### src/rtl/mem_access_stage_if.sv
// mem_access_stage_if
//   MMIO request/response channel between the memory-access stage and the
//   I/O fabric. One request is outstanding at a time. Loads expect exactly
//   one response; stores do not get a response.
//   Signals:
//     io_req_valid  request present (held until io_req_ready)
//     io_req_ready  fabric accepts the request this cycle
//     io_we         1 = store, 0 = load
//     io_addr       full byte address
//     io_wdata      raw store data (no lane replication)
//     io_rsp_valid  load response present
//     io_rsp_data   load response data
interface mem_access_stage_if;
  logic        io_req_valid;
  logic        io_req_ready;
  logic        io_we;
  logic [31:0] io_addr;
  logic [31:0] io_wdata;
  logic        io_rsp_valid;
  logic [31:0] io_rsp_data;

  modport master (
    output io_req_valid, io_we, io_addr, io_wdata,
    input  io_req_ready, io_rsp_valid, io_rsp_data
  );

  modport slave (
    input  io_req_valid, io_we, io_addr, io_wdata,
    output io_req_ready, io_rsp_valid, io_rsp_data
  );
endinterface

### src/rtl/mem_access_stage.sv
// mem_access_stage
//   Memory-access pipeline stage. Ordinary loads/stores go to a synchronous
//   DMEM port in the same cycle. Accesses whose top nibble matches IO_REGION
//   are sent over the MMIO channel and stall the upstream stage until done.
//   Ports:
//     clk, reset              clock, synchronous active-high reset
//     ex_*                    execute-stage instruction (held while stall=1)
//     dmem_*                  DMEM port; dmem_dout arrives one cycle after dmem_en
//     io                      MMIO channel (master side)
//     stall                   upstream must hold ex_* while high
//     wb_*                    registered outputs to writeback
//
//   state     | meaning
//   ----------+-----------------------------------------------------------
//   S_IDLE    | no MMIO transaction; normal accesses flow through
//   S_IO_REQ  | MMIO request driven, waiting for io_req_ready
//   S_IO_WAIT | MMIO load accepted, waiting for io_rsp_valid
module mem_access_stage #(
  parameter logic [3:0] IO_REGION = 4'h8
) (
  input  logic                clk,
  input  logic                reset,
  input  logic                ex_valid,
  input  logic [31:0]         ex_pc,
  input  logic [31:0]         ex_inst,
  input  logic [31:0]         ex_alu,
  input  logic [31:0]         ex_rs2,
  input  logic [1:0]          ex_wbsel,
  output logic                dmem_en,
  output logic [3:0]          dmem_we,
  output logic [13:0]         dmem_addr,
  output logic [31:0]         dmem_din,
  input  logic [31:0]         dmem_dout,
  mem_access_stage_if.master  io,
  output logic                stall,
  output logic                wb_valid,
  output logic [31:0]         wb_pc,
  output logic [31:0]         wb_inst,
  output logic [31:0]         wb_alu,
  output logic [31:0]         wb_rdata,
  output logic [1:0]          wb_wbsel
);

  localparam logic [6:0] OP_LOAD  = 7'b0000011;
  localparam logic [6:0] OP_STORE = 7'b0100011;

  typedef enum logic [1:0] {S_IDLE, S_IO_REQ, S_IO_WAIT} state_t;

  state_t      state_q;
  logic        req_valid_q;
  logic        io_we_q;
  logic [31:0] io_addr_q;
  logic [31:0] io_wdata_q;
  logic [31:0] hold_pc_q;
  logic [31:0] hold_inst_q;
  logic [1:0]  hold_wbsel_q;
  logic        wb_valid_q;
  logic [31:0] wb_pc_q;
  logic [31:0] wb_inst_q;
  logic [31:0] wb_alu_q;
  logic [1:0]  wb_wbsel_q;
  logic [31:0] rdata_q;
  logic        sel_dmem_q;

  logic        is_load;
  logic        is_store;
  logic        is_mem;
  logic        is_mmio;
  logic        mmio_detect;
  logic        io_done;
  logic [1:0]  width;
  logic [3:0]  be_raw;
  logic [31:0] din_rep;

  assign is_load     = (ex_inst[6:0] == OP_LOAD);
  assign is_store    = (ex_inst[6:0] == OP_STORE);
  assign width       = ex_inst[13:12];
  assign is_mem      = ex_valid & (is_load | is_store);
  assign is_mmio     = (ex_alu[31:28] == IO_REGION);
  assign mmio_detect = (state_q == S_IDLE) & is_mem & is_mmio;

  // Cycle in which the FSM goes back to IDLE: the MMIO instruction issues to
  // writeback on this edge, so the upstream stage may advance on it too.
  assign io_done = ((state_q == S_IO_REQ) & io.io_req_ready & io_we_q) |
                   ((state_q == S_IO_WAIT) & io.io_rsp_valid);

  assign stall = ~reset & (mmio_detect | ((state_q != S_IDLE) & ~io_done));

  // Byte lanes and replicated data; misaligned halfword/word stores write nothing.
  always_comb begin
    be_raw  = 4'b0000;
    din_rep = ex_rs2;
    case (width)
      2'b00: begin
        be_raw  = 4'b0001 << ex_alu[1:0];
        din_rep = {4{ex_rs2[7:0]}};
      end
      2'b01: begin
        be_raw  = ex_alu[0] ? 4'b0000 : (ex_alu[1] ? 4'b1100 : 4'b0011);
        din_rep = {2{ex_rs2[15:0]}};
      end
      2'b10: begin
        be_raw  = (ex_alu[1:0] == 2'b00) ? 4'b1111 : 4'b0000;
        din_rep = ex_rs2;
      end
      default: begin
        be_raw  = 4'b0000;
        din_rep = ex_rs2;
      end
    endcase
  end

  assign dmem_en   = ~reset & is_mem & ~is_mmio & ~stall;
  assign dmem_we   = (dmem_en & is_store) ? be_raw : 4'b0000;
  assign dmem_addr = ex_alu[15:2];
  assign dmem_din  = din_rep;

  assign io.io_req_valid = req_valid_q & ~reset;
  assign io.io_we        = io_we_q;
  assign io.io_addr      = io_addr_q;
  assign io.io_wdata     = io_wdata_q;

  assign wb_valid = wb_valid_q;
  assign wb_pc    = wb_pc_q;
  assign wb_inst  = wb_inst_q;
  assign wb_alu   = wb_alu_q;
  assign wb_wbsel = wb_wbsel_q;
  // DMEM data is only available combinationally in the writeback cycle;
  // MMIO data was captured earlier and is held in rdata_q.
  assign wb_rdata = sel_dmem_q ? dmem_dout : rdata_q;

  always_ff @(posedge clk) begin
    if (reset) begin
      state_q      <= S_IDLE;
      req_valid_q  <= 1'b0;
      io_we_q      <= 1'b0;
      io_addr_q    <= 32'h0;
      io_wdata_q   <= 32'h0;
      hold_pc_q    <= 32'h0;
      hold_inst_q  <= 32'h0;
      hold_wbsel_q <= 2'b00;
      wb_valid_q   <= 1'b0;
      wb_pc_q      <= 32'h0;
      wb_inst_q    <= 32'h0;
      wb_alu_q     <= 32'h0;
      wb_wbsel_q   <= 2'b00;
      rdata_q      <= 32'h0;
      sel_dmem_q   <= 1'b0;
    end else begin
      case (state_q)
        S_IDLE: begin
          if (mmio_detect) begin
            state_q      <= S_IO_REQ;
            req_valid_q  <= 1'b1;
            io_we_q      <= is_store;
            io_addr_q    <= ex_alu;
            io_wdata_q   <= ex_rs2;
            hold_pc_q    <= ex_pc;
            hold_inst_q  <= ex_inst;
            hold_wbsel_q <= ex_wbsel;
          end
        end
        S_IO_REQ: begin
          if (io.io_req_ready) begin
            req_valid_q <= 1'b0;
            state_q     <= io_we_q ? S_IDLE : S_IO_WAIT;
          end
        end
        S_IO_WAIT: begin
          if (io.io_rsp_valid) begin
            rdata_q <= io.io_rsp_data;
            state_q <= S_IDLE;
          end
        end
        default: state_q <= S_IDLE;
      endcase

      if (io_done) begin
        wb_valid_q <= 1'b1;
        wb_pc_q    <= hold_pc_q;
        wb_inst_q  <= hold_inst_q;
        wb_alu_q   <= io_addr_q;
        wb_wbsel_q <= hold_wbsel_q;
        sel_dmem_q <= 1'b0;
      end else if (stall) begin
        wb_valid_q <= 1'b0;
      end else begin
        wb_valid_q <= ex_valid;
        wb_pc_q    <= ex_pc;
        wb_inst_q  <= ex_inst;
        wb_alu_q   <= ex_alu;
        wb_wbsel_q <= ex_wbsel;
        sel_dmem_q <= 1'b1;
      end
    end
  end

endmodule

### src/flat_wrapper.sv
// flat-port wrapper written by rule: the top's interface ports become plain ports
module mem_access_stage_flat 
#(
  parameter logic [3:0] IO_REGION = 4'h8
)
  (clk, reset, ex_valid, ex_pc, ex_inst, ex_alu, ex_rs2, ex_wbsel, dmem_en, dmem_we, dmem_addr, dmem_din, dmem_dout, stall, wb_valid, wb_pc, wb_inst, wb_alu, wb_rdata, wb_wbsel, io_io_req_valid, io_io_we, io_io_addr, io_io_wdata, io_io_req_ready, io_io_rsp_valid, io_io_rsp_data);
  mem_access_stage_if io_i ();
  input  logic clk;
  input  logic reset;
  input  logic ex_valid;
  input  logic [31:0] ex_pc;
  input  logic [31:0] ex_inst;
  input  logic [31:0] ex_alu;
  input  logic [31:0] ex_rs2;
  input  logic [1:0] ex_wbsel;
  output logic dmem_en;
  output logic [3:0] dmem_we;
  output logic [13:0] dmem_addr;
  output logic [31:0] dmem_din;
  input  logic [31:0] dmem_dout;
  output logic stall;
  output logic wb_valid;
  output logic [31:0] wb_pc;
  output logic [31:0] wb_inst;
  output logic [31:0] wb_alu;
  output logic [31:0] wb_rdata;
  output logic [1:0] wb_wbsel;
  output wire logic [$bits(io_i.io_req_valid)-1:0] io_io_req_valid;
  output wire logic [$bits(io_i.io_we)-1:0] io_io_we;
  output wire logic [$bits(io_i.io_addr)-1:0] io_io_addr;
  output wire logic [$bits(io_i.io_wdata)-1:0] io_io_wdata;
  input wire logic [$bits(io_i.io_req_ready)-1:0] io_io_req_ready;
  input wire logic [$bits(io_i.io_rsp_valid)-1:0] io_io_rsp_valid;
  input wire logic [$bits(io_i.io_rsp_data)-1:0] io_io_rsp_data;
  assign io_io_req_valid = io_i.io_req_valid;
  assign io_io_we = io_i.io_we;
  assign io_io_addr = io_i.io_addr;
  assign io_io_wdata = io_i.io_wdata;
  assign io_i.io_req_ready = io_io_req_ready;
  assign io_i.io_rsp_valid = io_io_rsp_valid;
  assign io_i.io_rsp_data = io_io_rsp_data;
  mem_access_stage #(.IO_REGION(IO_REGION)) u_core (.clk(clk), .reset(reset), .ex_valid(ex_valid), .ex_pc(ex_pc), .ex_inst(ex_inst), .ex_alu(ex_alu), .ex_rs2(ex_rs2), .ex_wbsel(ex_wbsel), .dmem_en(dmem_en), .dmem_we(dmem_we), .dmem_addr(dmem_addr), .dmem_din(dmem_din), .dmem_dout(dmem_dout), .io(io_i), .stall(stall), .wb_valid(wb_valid), .wb_pc(wb_pc), .wb_inst(wb_inst), .wb_alu(wb_alu), .wb_rdata(wb_rdata), .wb_wbsel(wb_wbsel));
endmodule
### config.mk
export PLATFORM = sky130hd
export DESIGN_NAME = mem_access_stage_flat
export DESIGN_NICKNAME = d
export VERILOG_FILES = /design/src/rtl/mem_access_stage_if.sv /design/src/rtl/mem_access_stage.sv /design/src/flat_wrapper.sv
export SDC_FILE = /design/constraint.sdc
export NUM_CORES = 1
export LEC_CHECK = 0
export ABC_AREA = 1
export BUFFER_PORTS_ARGS = -buffer_cell sky130_fd_sc_hd__buf_2
export CORE_AREA = 3 3 175 177
export DETAILED_ROUTE_END_ITERATION = 7
export DIE_AREA = 0 0 178 180
export PLACE_DENSITY = 0.69
export SYNTH_ARGS = -nofsm -noshare
export SYNTH_HDL_FRONTEND = slang
export SYNTH_SLANG_ARGS = --single-unit
### constraint.sdc
create_clock -name clk -period 1.7 [get_ports clk]
set_input_delay 0.085 -clock clk [delete_from_list [all_inputs] [get_ports clk]]
set_output_delay 0.085 -clock clk [all_outputs]
set_load 0.005 [all_outputs]
== Word-level counts from Yosys, hierarchy flattened ==
Index checks and enable logic that the tools add are counted.

* Equal/unequal tests: 11
* Shifts and indexed selects: 1
* Mux-type cells: 25
* Bitwise gates (word level): 20
* Reduce and logical (&&, ||, !) cells: 10

{| class="wikitable"
|+ Operator list
! operator !! number
|-
| 32-bit 2-to-1 mux || 7
|-
| 32-bit case mux with 2 select lines || 1
|-
| 4-bit 2-to-1 mux || 4
|-
| 1-bit bitwise AND || 13
|-
| 2-bit 2-to-1 mux || 6
|-
| 4-bit case mux with 3 select lines || 1
|-
| 7-bit by 2-bit equality test with 1-bit output, second input constant || 1
|-
| 7-bit by 6-bit equality test with 1-bit output, second input constant || 1
|-
| 2-bit zero test || 3
|-
| 2-bit != test, second input constant || 3
|-
| 2-bit case mux with 3 select lines || 1
|-
| 3-bit AND reduction || 2
|-
| 2-bit by 1-bit equality test with 1-bit output, second input constant || 2
|-
| 2-bit equality test, second input constant || 2
|-
| 4-bit equality test, second input constant || 1
|-
| 1-bit 2-to-1 mux || 4
|-
| 1-bit inverter || 4
|-
| 2-bit AND reduction || 2
|-
| 2-bit nonzero test || 2
|-
| 1-bit by 2-bit left shift with 4-bit output, first input constant || 1
|-
| 1-bit bitwise OR || 3
|-
| 2-bit by 1-bit != test with 1-bit output, second input constant || 1
|-
| 1-bit case mux with 2 select lines || 1
|-
| 2-bit OR reduction || 1
|}

* Flip-flop bits (word level): 266
* Bits of input ports: 199

== Logic depth before layout (Yosys ltp) ==
* Word-level depth: 12
* Depth in mapped cells: 11

== Worst setup path before layout ==
No wires, ideal clock.

* Kind: register -> register
* From: register u_core.state_q[0]
* To: register u_core.wb_alu_q[23] (netlist: u_core.wb_alu[23])
* Arrival time: 1.299 ns
* Required time: 1.587 ns
* Path slack: 0.288 ns
* Stages on the path, launching flop included: 11
* Clock period less this slack: 1.412 ns
* Cell sequence: dfxtp_1 -> inv_1 -> nand2_2 -> nor2_2 -> nand3_2 -> nand2_4 -> inv_4 -> buf_6 -> buf_6 -> nor2_1 -> nor2_1

* Cells in the longest elaborated chain, start to end: 9
* Elaborated cells on any way between the ends: 16
* Classes of those cells: eq/ne: 3; mux: 1; bitwise: 10; reduce/logical: 2

{| class="wikitable"
|+ Ends and longest elaborated chain
! item !! line !! RTL
|-
| start: declaration || mem_access_stage.sv:49 || <nowiki>state_t state_q;</nowiki>
|-
| start signal: assignment || mem_access_stage.sv:166 || <nowiki>state_q <= io_we_q ? S_IDLE : S_IO_WAIT;</nowiki>
|-
| 2-bit by 1-bit equality test with 1-bit output || mem_access_stage.sv:84 || <nowiki>assign io_done = ((state_q == S_IO_REQ) & io.io_req_ready & io_we_q) |</nowiki>
|-
| 1-bit bitwise AND (2 in series) || mem_access_stage.sv:84 ||
|-
| 1-bit bitwise OR || mem_access_stage.sv:84 ||
|-
| 1-bit inverter || mem_access_stage.sv:87 || <nowiki>assign stall = ~reset & (mmio_detect | ((state_q != S_IDLE) & ~io_done));</nowiki>
|-
| 1-bit bitwise AND || mem_access_stage.sv:87 ||
|-
| 1-bit bitwise OR || mem_access_stage.sv:87 ||
|-
| 1-bit bitwise AND || mem_access_stage.sv:87 ||
|-
| 2-bit != test (no line) || - ||
|-
| end signal: assignment || mem_access_stage.sv:182 || <nowiki>wb_alu_q <= io_addr_q;</nowiki>
|-
| end signal: assignment || mem_access_stage.sv:191 || <nowiki>wb_alu_q <= ex_alu;</nowiki>
|-
| end: declaration || mem_access_stage.sv:60 || <nowiki>logic [31:0] wb_alu_q;</nowiki>
|}

Several ways; a longest one is shown, not always the timed one.
A chain may end at the register's enable or synchronous reset.

== Worst setup path after layout ==
* From: register u_core.state_q[1]
* To: register u_core.wb_inst_q[14] (netlist: u_core.wb_inst[14])

* Cells in the longest elaborated chain, start to end: 9
* Elaborated cells on any way between the ends: 16
* Classes of those cells: eq/ne: 3; mux: 1; bitwise: 10; reduce/logical: 2

{| class="wikitable"
|+ Ends and longest elaborated chain
! item !! line !! RTL
|-
| 2-bit by 1-bit equality test with 1-bit output || mem_access_stage.sv:84 ||
|-
| 1-bit bitwise AND (2 in series) || mem_access_stage.sv:84 ||
|-
| 1-bit bitwise OR || mem_access_stage.sv:84 ||
|-
| 1-bit inverter || mem_access_stage.sv:87 ||
|-
| 1-bit bitwise AND || mem_access_stage.sv:87 ||
|-
| 1-bit bitwise OR || mem_access_stage.sv:87 ||
|-
| 1-bit bitwise AND || mem_access_stage.sv:87 ||
|-
| 2-bit != test (no line) || - ||
|-
| end signal: assignment || mem_access_stage.sv:181 || <nowiki>wb_inst_q <= hold_inst_q;</nowiki>
|-
| end signal: assignment || mem_access_stage.sv:190 || <nowiki>wb_inst_q <= ex_inst;</nowiki>
|-
| end: declaration || mem_access_stage.sv:59 || <nowiki>logic [31:0] wb_inst_q;</nowiki>
|}

Several ways; a longest one is shown, not always the timed one.

==> metrics <==
status complete, but fails checks; failing checks setup timing; max cap viols 0; Post-synth EDFFs 0; reg-to-reg startpoint u_core.state_q[1]$_SDFFE_PP0P_; max incr delay on CP 0.36 ns; Int Power 11.7 mW; worst slew pin tran 0.698 ns; DR pass1 iterations 5; R2R cell count 11; H-tree levels 1; Die ar. 32000 um2; Clock Path Buffers 3; Worst Setup Path Type reg -> reg; initial antenna violation count 4; yosys warns 0; initial DRC count 1029; crit start category flip-flop; final wirelength 50300 um; vias in the first global route 12882; RSZ-0062 raised after global routing true; Final Cycle Share 104%; per-cell routed wire length 18.6 um; largest cells by area after synthesis dfxtp_1 (46%), nor2_1 (18%), o21ai_0 (8.5%); register area share after synthesis 45.7%; I/O pin cnt 448; first-pass GRT wire length 69000 um; CTS tree yes; Worst-Skew Late Latency 0.55 ns; Post-synth ARST share 0%; Yosys top cell area share 45.7%; Reg power frac 42.4%; min setup slack post-route -0.0642 ns; Setup crit end kind flip-flop; Critical Path Fanout Max 8; FF+latch count, synth 266; Rel. slew slack 53.3%; Setup Viol. Count Final 57; Cell Pwr Density 852 nW/um2; DR vias/cell 5.24; reg2reg end u_core.wb_inst[14]$_SDFFE_PP0P_; Crit-path slowest cell dfxtp_4; most instantiated library cell after synthesis nor2_1; Synth area leader dfxtp_1; Largest delay share family, worst path buffers and inverters; Port Buf Inserts 447; top cells by count, synth nor2_1 (559), dfxtp_1 (266), nand2_1 (207), o21ai_0 (199), nand3_1 (116); Layout area overhead 59.6%; CP required 2.14 ns; Post-Syn Area 11600 um2; post-route ant nets 0; Final Skew 0.0152 ns; total gr overflow 0; crit path DAT 2.20 ns; Logic pwr share 16.6%; Detailed Place HPWL 27700 um; Clock Power Share 41.1%; root buf cell clkbuf_16; CTS buffer count 30; sw frac 26.2%; FMAX 567 MHz; share of layout cells above drive strength 1 31.3%; Initial Util 39.6%; Sink Count 266; final count of pins violating max slew 0; Tot Pwr 15.8 mW; worst min path class in -> reg; Post-Layout Cell Count 2700; Post-Place Worst Slack -0.0143 ns; Yosys cell types 23; nets 2486; net switching power 4.15 mW; Hold Path End u_core.wb_inst[13]$_SDFFE_PP0P_; hold path startpoint ex_inst[13]; post-synthesis cell count 1705; Die W 178 um; Layout Utilization 63.2%; Max rail drop VDD 0.716 mV; FP Rows 63; routability cong. 0.906; reg-to-reg slack, setup -0.06 ns; Tot GR Track Use 26.3%; post-route cell area 18600 um2; Hold Crit Depth 5; Leak 8.71 nW; Post-DP Area 14200 um2; via count 14139; Worst-path clk slew 0.06 ns; Final Hold Viols 0; Placed Instances 2422; Syn Nets 1904; Mean Syn Cell Area 6.83 um2; prevailing post-synth register cell dfxtp_1; Worst Path Buf+Inv 6; Tmin final 1.76 ns; pin count of the biggest net entering global routing 89; DRC Markers 0; CORE AREA 29400 um2; hold slack 0.0234 ns; die height 180 um; Critical Path, Cell by Cell inv_4 > buf_4 > nand2_4 > nand4_4 > nand2_4 > buf_12 > buf_16 > clkinv_16 > clkbuf_16 > nor2_1 > nor2_1; setup TNS -1.39 ns
## repair_timing
| item | CTS | global route |
|---|---|---|
| endpoints found under the setup margin | 46 | 107 |
| resized for setup | 18 | 192 |
| endpoints found under the hold margin | 253 | 0 |
| hold buffers | 167 | 0 |
| pin swaps | 7 | 52 |
| buffers inserted | 7 | 14 |
| cloned | 4 | 32 |
## flip-flops by register name, summed over array words and instances (netlist names)
| register | flops |
|---|---|
| u_core.hold_inst_q | 32 |
| u_core.hold_wbsel_q | 2 |
| u_core.wb_wbsel | 2 |
| u_core.wb_alu | 32 |
| u_core.rdata_q | 32 |
| u_core.hold_pc_q | 32 |
| u_core.wb_pc | 32 |
| u_core.state_q | 2 |
| u_core.wb_valid | 1 |
| u_core.io.io_addr | 32 |
| u_core.io.io_we | 1 |
| u_core.wb_inst | 32 |
| u_core.req_valid_q | 1 |
| u_core.io.io_wdata | 32 |
| u_core.sel_dmem_q | 1 |
## final cells by class
type / instances / area [um2]
Timing Repair inverter: 2 / 22.5
Timing Repair Buffer: 707 / 5600
Tap cell: 390 / 488
Multi-Input combinational cell: 1225 / 5890
Antenna cell: 2 / 5.00
Clock buffer: 45 / 928
Sequential cell: 266 / 5330
Fill cell: 2428 / 10800
Clock inverter: 8 / 76.3
Inverter: 55 / 250
## worst max-delay path by stage
stage                     slack (ns)  cells past startpoint                      startpoint                               to
after floorplan                 0.29                     10  u_core.state_q[0]$_SDFFE_PP0P_   u_core.wb_alu[23]$_SDFFE_PP0P_
after global placement          0.05                      9  u_core.state_q[1]$_SDFFE_PP0P_   u_core.wb_inst[6]$_SDFFE_PP0P_
after detailed placement       -0.01                      9  u_core.state_q[1]$_SDFFE_PP0P_  u_core.wb_inst[19]$_SDFFE_PP0P_
after CTS                      -0.12                      7  u_core.state_q[0]$_SDFFE_PP0P_                            stall
after global routing           -0.17                      6  u_core.state_q[1]$_SDFFE_PP0P_                       dmem_we[2]
final                          -0.06                     11  u_core.state_q[1]$_SDFFE_PP0P_  u_core.wb_inst[14]$_SDFFE_PP0P_
## worst register-to-register path, cell delays in order, from the launching register on
cell	delay, ns
dfxtp_4	0.36
inv_4	0.04
buf_4	0.13
nand2_4	0.08
nand4_4	0.16
nand2_4	0.15
buf_12	0.11
buf_16	0.17
clkinv_16	0.11
clkbuf_16	0.20
nor2_1	0.11
nor2_1	0.05
## kinds of logic (layout without fill, tap and decap cells)
family / count (synthesis) / in the layout / share of synthesized area (%)
simple gates: 990 / 990 / 35.7
compound gates: 235 / 235 / 10.1
other cells: 0 / 2 / 0
buf+inv: 214 / 817 / 8.51
flops: 266 / 266 / 45.7
## power groups by stage
| stage | Clock [mW] | Combinational [mW] | Sequential, mW |
|---|---|---|---|
| floorplan | 0 | 0.915 | 6.78 |
| global placement | 0 | 1.84 | 6.77 |
| detailed placement | 0 | 1.86 | 6.78 |
| CTS | 6.64 | 2.25 | 6.64 |
| global route | 6.85 | 2.85 | 6.73 |
| finish | 6.50 | 2.63 | 6.71 |
## routing by layer
layer / GRT usage (%) / up-vias / wire, um
li1: - / 6715 / -
met1: 32.8 / 6511 / 19600
met2: 44.1 / 746 / 23800
met3: 5.37 / 163 / 4470
met4: 10.9 / 4 / 2410
met5: 0 / - / 29
## layout by cell type (no fill, tap or decap), types with 3 or more instances in the layout
cell type,count
nor2_1,449
buf_2,443
dfxtp_1,263
nand2_1,205
o21ai_0,198
dlygate4sd3_1,167
nand3_1,113
nand4_1,99
nor2_2,70
clkbuf_16,51
inv_1,48
nor2_4,42
a21oi_1,34
buf_4,25
buf_12,20
buf_16,13
clkbuf_8,10
buf_6,10
buf_8,8
inv_8,4
clkbuf_1,4
clkinv_2,3
clkinvlp_4,3
No activity file was read; power rests on OpenSTA's default activity.
